--- src/rtl/loader_pkg.sv ---
// Shared types and write codes for the program-memory boot loader.
package loader_pkg;

  typedef enum logic [1:0] {
    LEN_LO,
    LEN_HI,
    DATA,
    DONE
  } state_e;

  localparam logic [1:0] MW_NONE = 2'b00;
  localparam logic [1:0] MW_WORD = 2'b01;

  // Byte offset of a word slot from the load base.
  function automatic logic [17:0] word_offset(input logic [15:0] word_idx);
    return {word_idx, 2'b00};
  endfunction

endpackage

--- src/rtl/byte_assembler.sv ---
// Packs received bytes little-endian into 32-bit words; word_ready_o flags
// the cycle the 4th byte arrives, with word_o already holding the full word.
module byte_assembler (
  input  logic        clk,
  input  logic        reset,
  input  logic [7:0]  byte_i,
  input  logic        valid_i,
  input  logic        clear_i,
  output logic [31:0] word_o,
  output logic        word_ready_o
);

  logic [1:0]  idx_q;
  logic [23:0] low_q;

  always_ff @(posedge clk) begin
    if (reset || clear_i) begin
      idx_q <= 2'd0;
    end else if (valid_i) begin
      idx_q <= idx_q + 2'd1;
    end
  end

  // NOTE: the byte store has no reset; idx_q alone decides what is valid,
  // so clearing the datapath would only add reset fan-out.
  always_ff @(posedge clk) begin
    if (valid_i) begin
      case (idx_q)
        2'd0:    low_q[7:0]   <= byte_i;
        2'd1:    low_q[15:8]  <= byte_i;
        2'd2:    low_q[23:16] <= byte_i;
        default: ;
      endcase
    end
  end

  assign word_o       = {byte_i, low_q};
  assign word_ready_o = valid_i && !clear_i && (idx_q == 2'd3);

endmodule

--- src/rtl/boot_loader_ctrl.sv ---
// Loads a length-prefixed byte frame into program memory as 32-bit word
// writes, holding the core in reset until the whole frame is written.
module boot_loader_ctrl
  import loader_pkg::*;
#(
  parameter int             N         = 64,
  parameter logic [N-1:0]   BASE_ADR  = '0,
  parameter int             MAX_WORDS = 256,
  parameter int             TIMEOUT   = 100000
) (
  input  logic         clk,
  input  logic         reset,
  input  logic [7:0]   rx_data,
  input  logic         rx_valid,
  output logic         cpu_reset,
  output logic [1:0]   memwrite,
  output logic [N-1:0] dataadr,
  output logic [N-1:0] writedata,
  output logic [15:0]  words_loaded,
  output logic         done,
  output logic         err
);

  localparam int              TW       = $clog2(TIMEOUT + 1);
  localparam logic [TW-1:0]   TMO_LAST = TW'(TIMEOUT - 1);
  localparam logic [16:0]     MAX_LEN  = 17'(MAX_WORDS);

  if (MAX_WORDS < 1 || MAX_WORDS > 65535 || TIMEOUT < 1 || N < 32) begin : g_bad_params
    $error("boot_loader_ctrl: MAX_WORDS must be 1..65535, TIMEOUT >= 1, N >= 32");
  end

  state_e         state_q;
  logic [7:0]     len_lo_q;
  logic [15:0]    len_q;
  logic [TW-1:0]  tmo_q;
  logic [1:0]     memwrite_q;
  logic [N-1:0]   dataadr_q;
  logic [N-1:0]   writedata_q;
  logic [15:0]    words_loaded_q;
  logic           done_q;
  logic           cpu_reset_q;
  logic           err_q;

  logic [15:0] len_w;
  logic        tmo_abort;
  logic        oversize;
  logic [31:0] asm_word;
  logic        asm_ready;

  assign len_w     = {rx_data, len_lo_q};
  assign tmo_abort = (state_q == LEN_HI || state_q == DATA) && !rx_valid && (tmo_q == TMO_LAST);
  assign oversize  = (state_q == LEN_HI) && rx_valid && ({1'b0, len_w} > MAX_LEN);

  byte_assembler u_asm (
    .clk          (clk),
    .reset        (reset),
    .byte_i       (rx_data),
    .valid_i      (rx_valid && state_q == DATA),
    .clear_i      (tmo_abort || oversize),
    .word_o       (asm_word),
    .word_ready_o (asm_ready)
  );

  always_ff @(posedge clk) begin
    if (reset) begin
      state_q        <= LEN_LO;
      len_lo_q       <= 8'd0;
      len_q          <= 16'd0;
      tmo_q          <= '0;
      memwrite_q     <= MW_NONE;
      dataadr_q      <= BASE_ADR;
      writedata_q    <= '0;
      words_loaded_q <= 16'd0;
      done_q         <= 1'b0;
      cpu_reset_q    <= 1'b1;
      err_q          <= 1'b0;
    end else begin
      // NOTE: non-blocking assignments throughout; a later assignment in this
      // block (the timeout abort) deliberately overrides the earlier default.
      memwrite_q <= MW_NONE;
      if (memwrite_q == MW_WORD) words_loaded_q <= words_loaded_q + 16'd1;

      case (state_q)
        LEN_LO: begin
          tmo_q <= '0;
          if (rx_valid) begin
            len_lo_q <= rx_data;
            state_q  <= LEN_HI;
          end
        end
        LEN_HI, DATA: begin
          if (rx_valid) begin
            tmo_q <= '0;
            if (state_q == LEN_HI) begin
              len_q <= len_w;
              if (len_w == 16'd0)  state_q <= DONE;
              else if (oversize) begin
                err_q   <= 1'b1;
                state_q <= LEN_LO;
              end else             state_q <= DATA;
            end else if (asm_ready) begin
              memwrite_q  <= MW_WORD;
              dataadr_q   <= BASE_ADR + N'(word_offset(words_loaded_q));
              writedata_q <= N'(asm_word);
              // Enter DONE now so done/cpu_reset flip the cycle after the strobe.
              if (words_loaded_q + 16'd1 == len_q) state_q <= DONE;
            end
          end else if (tmo_abort) begin
            err_q          <= 1'b1;
            words_loaded_q <= 16'd0;
            tmo_q          <= '0;
            state_q        <= LEN_LO;
          end else begin
            tmo_q <= tmo_q + TW'(1);
          end
        end
        DONE: begin
          done_q      <= 1'b1;
          cpu_reset_q <= 1'b0;
        end
        default: state_q <= LEN_LO;
      endcase
    end
  end

  assign cpu_reset    = cpu_reset_q;
  assign memwrite     = memwrite_q;
  assign dataadr      = dataadr_q;
  assign writedata    = writedata_q;
  assign words_loaded = words_loaded_q;
  assign done         = done_q;
  assign err          = err_q;

endmodule

--- config.mk ---
export PLATFORM = sky130hd
export DESIGN_NAME = boot_loader_ctrl
export DESIGN_NICKNAME = d
export VERILOG_FILES = /design/src/rtl/loader_pkg.sv /design/src/rtl/byte_assembler.sv /design/src/rtl/boot_loader_ctrl.sv
export SDC_FILE = /design/constraint.sdc
export NUM_CORES = 1
export LEC_CHECK = 0
export BUFFER_PORTS_ARGS = -buffer_cell sky130_fd_sc_hd__buf_2
export CORE_ASPECT_RATIO = 0.7
export CORE_MARGIN = 3
export CORE_UTILIZATION = 29
export DETAILED_ROUTE_END_ITERATION = 7
export PLACE_DENSITY = 0.48
export RECOVER_POWER = 50
export SYNTH_ARGS = -nofsm -noshare
export SYNTH_HDL_FRONTEND = slang
export SYNTH_HIERARCHICAL = 1
export SYNTH_SLANG_ARGS = --single-unit
--- constraint.sdc ---
create_clock -name clk -period 3.3 [get_ports clk]
set_clock_uncertainty 0.1 [all_clocks]
set_input_delay 0.495 -clock clk [delete_from_list [all_inputs] [get_ports clk]]
set_output_delay 0.495 -clock clk [all_outputs]
set_load 0.02 [all_outputs]
==> impl_summary.md, run 1 <==
Cells and area
The repair_antennas step left the layout with diodes totalling 0. The area overhead of the layout relative to synthesis is 12.32%. The finished cells cover 7246 µm². The number of fillers in the final layout is 2280. The area taken by flip-flops and latches is 2983 µm². Leaving out fill and tap cells, the most frequent cell in the layout is sky130_fd_sc_hd__nand2_1. In the final design database the tool counted 835 nets. In the final layout, the share of cells above drive strength 1 is 8.717%. The area of combinational cells with multiple inputs is 2890 µm². The top cell types in the final layout, fill and taps aside, are 160 x sky130_fd_sc_hd__nand2_1, 113 x sky130_fd_sc_hd__dfxtp_1, 83 x sky130_fd_sc_hd__a21oi_1.

Logic synthesis
The most frequently used flop master after synthesis is sky130_fd_sc_hd__dfxtp_1. The mux share of post-synthesis cell area is 0.4849%. A synthesized cell averages 8.545 µm². In this run, synthesis inferred 24 flip-flops with an integrated enable. For this run, asynchronously set or reset flops after synthesis account for 0%.

Summing every instance area after synthesis gives 6451 µm². The count of state elements after synthesis is 137. After synthesis, the largest family of logic cells by area is simple AND/OR/NAND/NOR gates. The post-synthesis instance total is 755. Summing the areas of all compound-gate instances in the mapped netlist gives 9.988% of the synthesized area. Of the total synthesized cell area, the portion taken by XOR and XNOR cells is 6.206%. The number of warnings printed during yosys synthesis is 6.

The number of different library cells used by synthesis comes to 55. The fraction of the mapped netlist area in simple logic gates is 21.28%. The share of synthesized area occupied by flip-flops and latches is 46.24%. The adder-cell share of the synthesized area is 2.133%.

Power
The switching power is 1227 µW. The internal power is 3045 µW. The total power density per cell area is 589.7 nW/µm². The design draws 4273 µW. The sequential share of power is 42.4%. Summed over all cells, the static leakage comes to 0.002581 µW.

The switching power share of the total is 28.73%. The worst-case IR drop observed on VDD is 0.3970 mV. The clock network accounts for 45.2% of the total power. Combinational logic is responsible for 12.4% of the overall power.

Timing
At the pin with the least slew margin, the transition time is 1.057 ns. Setup repair after global routing left no endpoint under its margin. The remaining max-slew budget at the tightest pin is 29.50%. The number of slew-limit violations in the final report came to 0. The time the final worst path needs with I/O delays and setup is 3.017 ns. The peak clock frequency supported by timing is 331.5 MHz.

The final hold violation count came to 0. Setup violations remaining at the end of the flow were counted as 0. The final setup TNS is 0 ns. The final critical path takes up 91.42% of the cycle.

Route
In the final routed layout, each cell accounts on average for 14.83 µm. The via total after detailed routing is 4844. The post-route DRC violation count is 0. The highest signal layer in the routed design is met5. Summed over all nets, wire length on met2 after detailed routing comes to 6351 µm.

The vias per cell is 4.396. In the final routing, the length of wire on met1 measures 8927 µm. The first TritonRoute pass finished after 5 iterations. Wire segments on met3 add up to 881 µm in the final route. The violation count after the first detailed-routing iteration is 311. The detail route stage leaves a number of antenna-violating nets equal to 0. The post-detailed-routing wire length is 16340 µm.

Die
The core area is 21310 µm². The die covers 24100 µm². For this configuration, the core starts out at a cell density of 30.28%. The height of the die is 130.8 µm.

Measured along the x axis, the die boundary spans 184.3 µm. The floorplan has 44 rows. The number of ports placed on the die boundary is 160.

Clocking
The H-tree was split into 4 levels. The clock passes through at most 2 buffers. The clock-pin slew on the worst setup and hold paths is 0.06 ns.

Post-CTS timing repair inserted 0 buffers for setup. The tree is rooted in a sky130_fd_sc_hd__clkbuf_16. Counting every sink on the clock net gives 137. The number of buffers added to fix hold violations after cts is 0. TritonCTS built the clock tree. After clock tree synthesis, the repair step resized 0 gates. The insertion delay of the later-clocked pin in the worst-skew pair is 0.42 ns. Buffers inserted during clock tree synthesis total 17.

Setup path
In this run the worst path has a maximum fanout of 9. STA puts the critical path data arrival time at 3.21 ns. The kind of end point of the critical path is a flop. The category of the critical setup timing path is flop to flop.

The kind of launch point of the worst setup path is a flop. Data on the critical path is required at its endpoint by 3.50 ns.

GRT
The global router's overall resource usage is 13.56%. Entering global routing, the biggest net connects 49 pins. The via count of the first global-routing pass was 4382.

The first-pass GRT wire length is 25120 µm. The number of antenna violations at the first check in global routing came to 1. For this run the aggregate overflow at the end of global routing stands at 0.

Place
Detailed placement finished with a half-perimeter wire length of 11150 µm. At the end of routability-driven placement, the weighted congestion stood at 0.7833. The number of buffer cells added on primary ports is 78. The cell area after placement is 6748 µm².

Hold path
The class of the worst hold path is input pin to flop.

Run
The number of maximum-capacitance violations is 0.

Outcome
The flow ran to the end, and the final reports show no timing, DRC or antenna violations.
## state kept, by name, indices dropped and copies added, names as in the netlist, 8 cells and up
signal	flops
writedata	32
u_asm/low_q	24
tmo_q	17
dataadr	16
len_q	16
words_loaded	16
len_lo_q	8
## metrics by stage
| stage | hold WS (ns) | setup slack (ns) | std cells | util, % |
|---|---|---|---|---|
| global placement | 0.3362 | 0.2951 | 1070 | 31.67 |
| detailed placement | 0.3416 | 0.2192 | 1070 | 31.67 |
| global route | 0.3227 | 0.04903 | 1102 | 34.01 |
| finish | 0.3215 | 0.2832 | 1102 | 34.01 |
| CTS | 0.3036 | 0.2721 | 1102 | 34.46 |
| floorplan | 0.3448 | 0.6993 | 835 | - |
## Yosys cell counts (all sizes together) (2+ instances only)
cell,number,share of area (%)
nand2,161,9.4
dfxtp,113,35
buf,100,11
a21oi,84,6.6
nor2,49,2.9
clkbuf,32,1.9
nand3,26,2.2
xor2,25,3.4
edfxtp,24,11
xnor2,18,2.4
nand4,13,1.3
nor3,13,1.2
o21ai,12,0.93
ha,11,2.1
inv,10,0.58
and2,9,0.93
nor4,9,0.97
and3,7,0.68
or3,4,0.39
a211oi,2,0.31
a311o,2,0.31
a31oi,2,0.19
mux2i,2,0.31
nor2b,2,0.19
o21a,2,0.23
o31ai,2,0.23
or2,2,0.19
## layout make-up
type	count	share of cell area, %
clock inverter	15	2.331
sequential	137	41.17
multi-input combinational	556	39.89
clock buffer	17	5.871
timing repair buffer	91	5.457
inverter	10	0.5180
tap	276	4.766
## per-layer routing
metal  vias to the layer above  global-route usage, %
li1                       2463                      -
met2                       109                  17.90
met1                      2252                  21.09
met5                         -                      0
met3                        18                  3.597
met4                         2                  4.131
## power groups by stage
stage / Clock, µW / Combinational [µW] / Sequential, µW
floorplan: 0 / 481 / 1840
global placement: 0 / 536 / 1850
detailed placement: 0 / 535 / 1850
CTS: 1980 / 537 / 1810
global route: 2060 / 595 / 1820
finish: 1930 / 531 / 1810
## kinds of logic after synthesis
group           after synthesis
buf+inv                     142
mux                           3
fa+ha+maj                    11
compound gates              115
other cells                   1
flops                       137
simple gates                302
xor+xnor                     44
## critical path: stages, from the launching register on
cell and delay, ns:
sky130_fd_sc_hd__dfxtp_1 0.56, sky130_fd_sc_hd__ha_1 0.39, sky130_fd_sc_hd__buf_4 0.21, sky130_fd_sc_hd__nand3b_1 0.08
sky130_fd_sc_hd__a221oi_1 0.28, sky130_fd_sc_hd__a21oi_1 0.11, sky130_fd_sc_hd__a311o_1 0.34, sky130_fd_sc_hd__nor4_2 0.28
sky130_fd_sc_hd__a41o_2 0.28, sky130_fd_sc_hd__and2_1 0.17, sky130_fd_sc_hd__o31ai_1 0.08
## path summary, 6_finish.rpt
| kind | startpoint | endpoint | cells after the start | slack, ns |
|---|---|---|---|---|
| max | words_loaded[0] | state_q[1] | 10 | 0.28 |
| min | reset | tmo_q[1] | 2 | 0.32 |
| min reg2reg | dataadr[16] | dataadr[16] | 2 | 0.35 |
| max reg2reg | words_loaded[0] | state_q[1] | 10 | 0.28 |
Power figures use the tool's default switching activity.
==> run 2, diff against run 1 <==
--- a/config.mk
+++ b/config.mk
@@ -14,5 +14,4 @@
 export RECOVER_POWER = 50
 export SYNTH_ARGS = -nofsm -noshare
 export SYNTH_HDL_FRONTEND = slang
-export SYNTH_HIERARCHICAL = 1
 export SYNTH_SLANG_ARGS = --single-unit
==> run 2 against run 1 <==
  * The run now ends with capacitance limit, slew limit left
  * Clock-buffer cell count grew 1
  * Total power decreased by 2.7%
  * Cell count shrank 0.36%
  * Clock power barely moved
  * Critical path depth shrank 4
  * Non-clock buffer count decreased by 5
  * Worst hold slack gained 0.019 ns
  * Fmax rose by 8.7%
  * Critical endpoint is now state_q[0]
==> impl_summary.md, run 2 <==
Outcome
The flow ran to the end, but the final reports show violations. The checks that failed: capacitance limit, slew limit.

Die
The horizontal die dimension is 184.9 µm (+0.35%). The core area is 21850 µm² (+2.5%). The number of ports placed on the die boundary is 160 (unchanged). The number of placement rows came to 45 (+2.3%). The initial standard-cell utilization of the core is 29.74% (-0.54 points). The height of the die is 131.2 µm (+0.34%).

The area enclosed by the die boundary is 24270 µm² (+0.69%).

Route
The detailed-router iteration count before antenna repair is 5 (unchanged). The post-route DRC violation count was 0 (unchanged). The count of nets left with antenna violations after detail routing came to 0 (unchanged). The violation count after the first detailed-routing iteration is 338 (+8.7%). The vias per cell is 4.457 (+1.4%).

The post-detailed-routing wire length is 15910 µm (-2.6%). The routed wirelength normalized by instance count was 14.49 µm (-2.3%). The via total after detailed routing is 4894 (+1.0%).

Cells and area
The count of inserted antenna diode cells came to 0 (unchanged). Leaving out fill and tap cells, the most frequent cells in the layout are 158 x sky130_fd_sc_hd__nand2_1, 113 x sky130_fd_sc_hd__dfxtp_1, 86 x sky130_fd_sc_hd__a21oi_1. The area growth from synthesis to layout is 11.90%. The share of cells above drive strength 1 came to 8.088% (-0.63 points).

The final cell area excluding filler cells came to 7271 µm² (+0.35%). The library cell used most frequently in the layout, excluding fill and tap cells, is sky130_fd_sc_hd__nand2_1. The post-layout net count was 825 (-1.2%). The non-filler instance count after layout is 1098 (-0.36%). The final core utilization is 33.28% (-0.73 points).

The flip-flop count of the largest register after layout is 32 (unchanged).

Hold path
The class of the worst hold path is input pin to flop. The worst hold path terminates at writedata[28]. The start point of the worst hold path is rx_data[4]. The number of cells on the worst hold path is 3 (+1).

Logic synthesis
The number of distinct library cells after synthesis is 61 (+11%). The async set-reset flop share out of synthesis was 0% (unchanged). The share of synthesized area occupied by flip-flops and latches is 45.91% (-0.33 points). In the synthesized netlist, the cells that appear most often are 158 x sky130_fd_sc_hd__nand2_1, 113 x sky130_fd_sc_hd__dfxtp_1, 86 x sky130_fd_sc_hd__a21oi_1. The post-synthesis instance total is 740 (-2.0%). The portion of synthesized cell area occupied by the leading cell type is 34.82% (-0.25 points).

Ranked by total cell area, the synthesized netlist is headed by sky130_fd_sc_hd__dfxtp_1 35%, sky130_fd_sc_hd__edfxtp_1 11%, sky130_fd_sc_hd__buf_4 9.5%. The post-synthesis average cell area is 8.780 µm² (+2.8%). Among all flip-flop cells after synthesis, the most frequent one is sky130_fd_sc_hd__dfxtp_1. The post-synthesis instance area was 6497 µm² (+0.72%). The number of warnings printed during yosys synthesis is 0 (-6).

sky130_fd_sc_hd__nand2_1 is the most common cell in the netlist. The count of state elements after synthesis is 137 (unchanged). The count of flip-flops with a built-in enable after synthesis came to 24 (unchanged). The cell type contributing the most total cell area after synthesis is sky130_fd_sc_hd__dfxtp_1.

Timing
The time the final worst path needs with I/O delays and setup is 2.774 ns (-0.2426 ns). The worst hold margin is 0.3401 ns (+0.01857 ns). The number of slew-limit violations in the final report is 71 (+71). The pin slew with the least headroom to its limit is 1.575 ns (+0.5176 ns). Setup repair after global routing left no endpoint under its margin. The final setup TNS is 0 ns (unchanged). The remaining max-slew budget at the tightest pin is -5.002% (-35 points). The final setup violation count is 0 (unchanged). The final hold violation count is 0 (unchanged). The peak clock frequency supported by timing is 360.5 MHz (+8.7%). The share of the cycle needed by the critical path after routing is 84.07% (-7.4 points).

Setup path
The internal reg-to-reg setup slack was 0.53 ns (+0.24 ns). The number of buffers and inverters on the critical path is 0 (-1). In this run the critical register-to-register path is captured at state_q[0]. The largest stage delay on the critical path came to 0.62 ns (+0.06 ns). The path depth of the worst reg2reg path is 6 (-4). The kind of launch point of the worst setup path is a flop. The kind of end point of the critical path is a flop. The source of the critical timing path is words_loaded[2]. The cell type group with the largest total delay on the critical path is compound AO/OA/AOI/OAI gates. The required time at the endpoint of the critical path is 3.54 ns (+0.04 ns).

The signal on the critical path passes through and3_1 > xor2_1 > o32a_1 > or4_4 > o41a_1 > o221ai_1. The startpoint of the lowest-slack register-to-register path is words_loaded[2]. The endpoint arrival time on the critical path is 3.01 ns (-0.20 ns). The category of the critical setup timing path is flop to flop. The cell with the largest stage delay on the worst path is sky130_fd_sc_hd__dfxtp_1. The largest fanout on the critical path is 12 (+3).

Clocking
The number of buffers inserted by post-CTS setup repair was 0 (unchanged). The insertion delay of the later-clocked pin in the worst-skew pair is 0.42 ns (about the same). The maximum clock path buffer count came to 2 (unchanged). The post-cts resize count was 0 (unchanged). The number of buffers added by the clock tree synthesis step came to 17 (unchanged). The clock sink count is 137 (unchanged). The clock-pin slew on the worst setup and hold paths is 0.07 ns (about the same). The number of buffers added to fix hold violations after cts is 0 (unchanged). The total number of H-tree levels was 4 (unchanged). The buffer cell driving the clock tree root is sky130_fd_sc_hd__clkbuf_16. The clock tree from TritonCTS is built.

GRT
The via count of the first global-routing pass came to 4282 (-2.3%). The maximum number of pins on one net before global-route repair is 71 (+45%). The number of antenna violations at the first check in global routing is 0 (-1). The first-pass GRT wire length is 24850 µm (-1.1%). The global router's overall resource usage is 12.95% (-0.61 points). The total congestion overflow is 0 (unchanged).

Place
The weighted congestion at the end of routability-driven global placement is 0.8532 (+8.9%). The number of cells in the design after placement is 1066 (-0.37%). The number of buffer cells added on primary ports is 78 (unchanged). The cell area after placement was 6763 µm² (+0.22%). The placed wire-length estimate is 10810 µm (-3.1%).

Power
The worst voltage drop across the vdd grid was 0.3913 mV (-1.4%). The total power density per cell area was 571.8 nW/µm² (-3.0%). The leakage dissipation was 0.002573 µW (-0.32%).

Run
The number of maximum-capacitance violations is 1 (+1).
[run 2: cell count changes after synthesis, sizes merged, moves of 3 or more]
cell / before / now
and4: 1 / 7
nor4: 9 / 4
and2: 9 / 1
nor3: 13 / 9
or3: 4 / 8
a21o: 1 / 4
nand2: 161 / 158
or4: 1 / 6
o221ai: 0 / 3
buf: 100 / 91
nor2: 49 / 39
[run 2: area by class of cell]
cell class	count	area [µm²]
Clock buffer	18	429.2
Clock inverter	14	165.2
Tap cell	282	352.8
Sequential cell	137	2983
Timing Repair Buffer	86	364.1
Inverter	10	37.54
Fill cell	2343	14580
Multi-Input combinational cell	551	2939
[run 2: per-layer routing]
metal	track usage (%)	wire, µm	vias to the layer above
met5	0	0	-
met4	5.040	292	0
met3	3.569	811	20
met2	16.08	6194	112
met1	20.47	8611	2278
li1	-	-	2484
[run 2: stage by stage]
step	setup slack, ns	total power, µW
floorplan	0.5547	2232
global placement	0.6240	2264
detailed placement	0.5787	2255
CTS	0.5482	4209
global route	0.3586	4343
finish	0.5258	4158
[run 2: cell families after synthesis]
group / synth area share [%]
multiplexers: 0.1541
XOR/XNOR: 5.873
other: 0.05771
adder cells (fa/ha/maj): 2.118
flip-flops: 45.91
AND/OR/NAND/NOR: 20.86
buffers and inverters: 13.65
AO/OA/AOI/OAI: 11.38
[run 2: how the worst max path moves through the flow]
stage / cells after the start / slack, ns / end
after global placement: 6 / 0.62 / state_q[0]
after global routing: 6 / 0.36 / state_q[0]
after detailed placement: 6 / 0.58 / state_q[0]
after CTS: 6 / 0.55 / state_q[0]
final: 6 / 0.53 / state_q[0]
after floorplan: 8 / 0.55 / state_q[0]
[run 2: where the power goes]
part           internal [µW]  switching (µW)  leakage [µW]
Clock                   1140             802      0.000290
Sequential              1740            37.3       0.00113
Combinational            121             319       0.00116
[run 2: worst reg2reg max path: stages, from the launching register on]
cell                       delay (ns)
sky130_fd_sc_hd__dfxtp_1         0.62
sky130_fd_sc_hd__and3_1          0.41
sky130_fd_sc_hd__xor2_1          0.11
sky130_fd_sc_hd__o32a_1          0.35
sky130_fd_sc_hd__or4_4           0.52
sky130_fd_sc_hd__o41a_1          0.43
sky130_fd_sc_hd__o221ai_1        0.17
==> run 3, diff against run 2 <==
==> constraint.sdc (replaced) <==
create_clock -name clk -period 2.7 [get_ports clk]
set_clock_uncertainty 0.1 [all_clocks]
set_input_delay 0.405 -clock clk [delete_from_list [all_inputs] [get_ports clk]]
set_output_delay 0.405 -clock clk [all_outputs]
set_load 0.02 [all_outputs]
==> run 3 against run 2 <==
  * The run now ends clean
  * Cell count increased by 1.9%
  * Critical path depth grew 1
  * Sequential share of layout area fell by 0.74 points
  * Total power up 23%
  * Worst setup slack lost 0.40 ns
  * Via count rose by 3.0%
  * Routed wire length increased by 3.4%
  * Combinational power rose by 27%
  * Global-route usage up 0.25 points
  * First-iteration DRC count is 11% lower
==> impl_summary.md, run 3 (synthesized netlist as in run 2, its figures left out) <==
Clocking
The number of buffers inserted by post-CTS setup repair was 0 (unchanged). The buffer cell driving the clock tree root is sky130_fd_sc_hd__clkbuf_16. The clock tree from TritonCTS is built. The number of buffers added by the clock tree synthesis step is 17 (unchanged). The clock-pin slew on the worst setup and hold paths is 0.06 ns (about the same). The total number of H-tree levels is 4 (unchanged).

The maximum clock path buffer count is 2 (unchanged). The insertion delay of the later-clocked pin in the worst-skew pair came to 0.43 ns (about the same). The clock sink count came to 137 (unchanged).

Power
The leakage dissipation is 0.002648 µW (+2.9%). The worst voltage drop across the vdd grid was 0.4954 mV (+27%). The switching power share of the total is 27.14% (-0.72 points). The switching power came to 1383 µW (+19%). The total power density per cell area is 687.4 nW/µm² (+20%). The internal power is 3713 µW (+24%).

The sequential share of power is 42.7% (about the same). The power share of the combinational group is 11.0% (+0.4 points). The clock group share of total power is 46.3% (-0.3 points).

GRT
The maximum number of pins on one net before global-route repair was 39 (-45%). The global router's overall resource usage came to 13.20% (+0.25 points). The via count of the first global-routing pass is 4460 (+4.2%).

The number of antenna violations at the first check in global routing came to 0 (unchanged). The total congestion overflow is 0 (unchanged). The first-pass GRT wire length came to 25240 µm (+1.6%).

Timing
The remaining max-slew budget at the tightest pin was 59.76% (+65 points). The final setup TNS was 0 ns (unchanged). The time the final worst path needs with I/O delays and setup came to 2.576 ns (-0.1986 ns). The final setup violation count is 0 (unchanged).

The share of the cycle needed by the critical path after routing is 95.39% (+11 points). The pin slew with the least headroom to its limit is 0.6035 ns (-0.9715 ns). Setup repair after global routing left no endpoint under its margin. The peak clock frequency supported by timing is 388.3 MHz (+7.7%). The number of slew-limit violations in the final report came to 0 (-100%). The final hold violation count is 0 (unchanged).

Setup path
The number of buffers and inverters on the critical path is 0 (unchanged). The kind of launch point of the worst setup path is a flop. The category of the critical setup timing path is flop to flop.

The kind of cell with the highest combined delay along the critical path is compound AO/OA/AOI/OAI gates. The endpoint arrival time on the critical path is 2.80 ns (-0.21 ns). The required time at the endpoint of the critical path came to 2.93 ns (-0.61 ns). On the critical path, the stage with the largest delay is an instance of sky130_fd_sc_hd__or4_4. The critical path goes through ha_2 > and3_1 > xor2_1 > o32a_1 > or4_4 > o41a_1 > o221ai_1.

The largest stage delay on the critical path was 0.52 ns (-0.10 ns). The largest fanout on the critical path is 6 (-6). The internal reg-to-reg setup slack is 0.12 ns (-0.40 ns). The worst setup path is captured at a flop.

Route
The via total after detailed routing came to 5041 (+3.0%). The vias per cell is 4.505 (+1.1%). The post-detailed-routing wire length is 16450 µm (+3.4%). The detailed-router iteration count before antenna repair is 5 (unchanged). The post-route DRC violation count was 0 (unchanged). The count of nets left with antenna violations after detail routing is 0 (unchanged). The routed wirelength normalized by instance count is 14.70 µm (+1.4%). The violation count after the first detailed-routing iteration is 302 (-11%).

Cells and area
The post-layout net count came to 846 (+2.5%). The number of fillers in the final layout came to 2287 (-2.4%). The non-filler instance count after layout came to 1119 (+1.9%). In the layout the commonest cells are 158 x sky130_fd_sc_hd__nand2_1, 110 x sky130_fd_sc_hd__dfxtp_1, 86 x sky130_fd_sc_hd__a21oi_1.

From synthesis to final layout, the design area changed by 14.10%. The most common cell after layout, fill and taps aside is sky130_fd_sc_hd__nand2_1. The flip-flop count of the largest register after layout is 32 (unchanged). The count of inserted antenna diode cells is 0 (unchanged).

The share of cells above drive strength 1 is 9.797% (+1.7 points).

Run
The number of maximum-capacitance violations is 0 (-1).

Outcome
The run finished with clean final reports.

Die
The area enclosed by the die boundary is 24270 µm² (unchanged). The initial standard-cell utilization of the core is 29.74% (unchanged). The height of the die is 131.2 µm (unchanged).

The number of placement rows is 45 (unchanged). The core area was 21850 µm² (unchanged). The number of ports placed on the die boundary is 160 (unchanged). The horizontal die dimension was 184.9 µm (unchanged).

Place
The number of cells in the design after placement is 1087 (+2.0%). The number of buffer cells added on primary ports is 78 (unchanged). The placed wire-length estimate is 11500 µm (+6.4%).

The weighted congestion at the end of routability-driven global placement is 0.7953 (-6.8%).

Hold path
The class of the worst hold path is input pin to flop.
[run 3: changes by cell type in the layout (fill, tap and decap cells not counted), moves of 2 or more]
| cell | delta |
|---|---|
| sky130_fd_sc_hd__buf_2 | -2 |
| sky130_fd_sc_hd__clkbuf_1 | +9 |
| sky130_fd_sc_hd__clkbuf_8 | +2 |
| sky130_fd_sc_hd__inv_8 | -2 |
| sky130_fd_sc_hd__buf_4 | +16 |
| sky130_fd_sc_hd__dfxtp_2 | +3 |
| sky130_fd_sc_hd__dfxtp_1 | -3 |
[run 3: power groups by stage]
stage          combinational, µW  sequential, µW  clock, µW
6_report                     560            2180       2360
5_1_grt                      623            2180       2510
3_3_place_gp                 569            2220          0
3_5_place_dp                 562            2220          0
4_1_cts                      565            2170       2430
2_1_floorplan                520            2210          0
[run 3: area by class of cell]
cell class | instances | area, µm² | share of cell area (%)
Clock inverter | 11 | 135.1 | 1.823
Inverter | 10 | 37.54 | 0.5063
Timing Repair Buffer | 107 | 499.2 | 6.734
Tap cell | 282 | 352.8 | 4.759
Multi-Input combinational cell | 551 | 2942 | 39.68
Clock buffer | 21 | 460.4 | 6.211
Sequential cell | 137 | 2987 | 40.29
[run 3: path summary, 6_finish.rpt]
path,start,cells after the start,endpoint
hold reg to reg,writedata[16],2,writedata[16]
setup / recovery,words_loaded[0],7,state_q[0]
hold / removal,rx_data[7],3,writedata[31]
setup reg to reg,words_loaded[0],7,state_q[0]
[run 3: metal layers]
| layer | GRT usage [%] | part of all wire (%) | vias up | routed length (µm) |
|---|---|---|---|---|
| met5 | 0 | 0 | - | 0 |
| met4 | 3.290 | 0.83 | 0 | 137 |
| met3 | 3.929 | 4.6 | 13 | 752 |
| met2 | 17.50 | 40 | 114 | 6658 |
| met1 | 20.52 | 54 | 2390 | 8900 |
| li1 | - | - | 2524 | - |
[run 3: per-stage QoR]
step	setup slack, ns	total power (µW)	utilization [%]	hold WS, ns	instance area [µm²]
after floorplan	0.07053	2727	-	0.3368	6799
after global placement	0.1391	2790	31.68	0.3343	6922
after detailed placement	0.05471	2781	31.68	0.3442	6922
after CTS	0.07456	5168	34.41	0.1569	7517
after global routing	0.01149	5309	33.93	0.2763	7413
final	0.1244	5096	33.93	0.2735	7413
[run 3: worst register-to-register path, cell delays in order (launching register included)]
cell	delay, ns
sky130_fd_sc_hd__dfxtp_1	0.31
sky130_fd_sc_hd__ha_2	0.22
sky130_fd_sc_hd__and3_1	0.21
sky130_fd_sc_hd__xor2_1	0.14
sky130_fd_sc_hd__o32a_1	0.35
sky130_fd_sc_hd__or4_4	0.52
sky130_fd_sc_hd__o41a_1	0.43
sky130_fd_sc_hd__o221ai_1	0.20
[run 3: repair_timing]
action,4_1_cts,5_1_grt
endpoints found under the setup margin,0,1
hold buffers,0,0
gates resized for setup,0,3
endpoints found under the hold margin,0,0
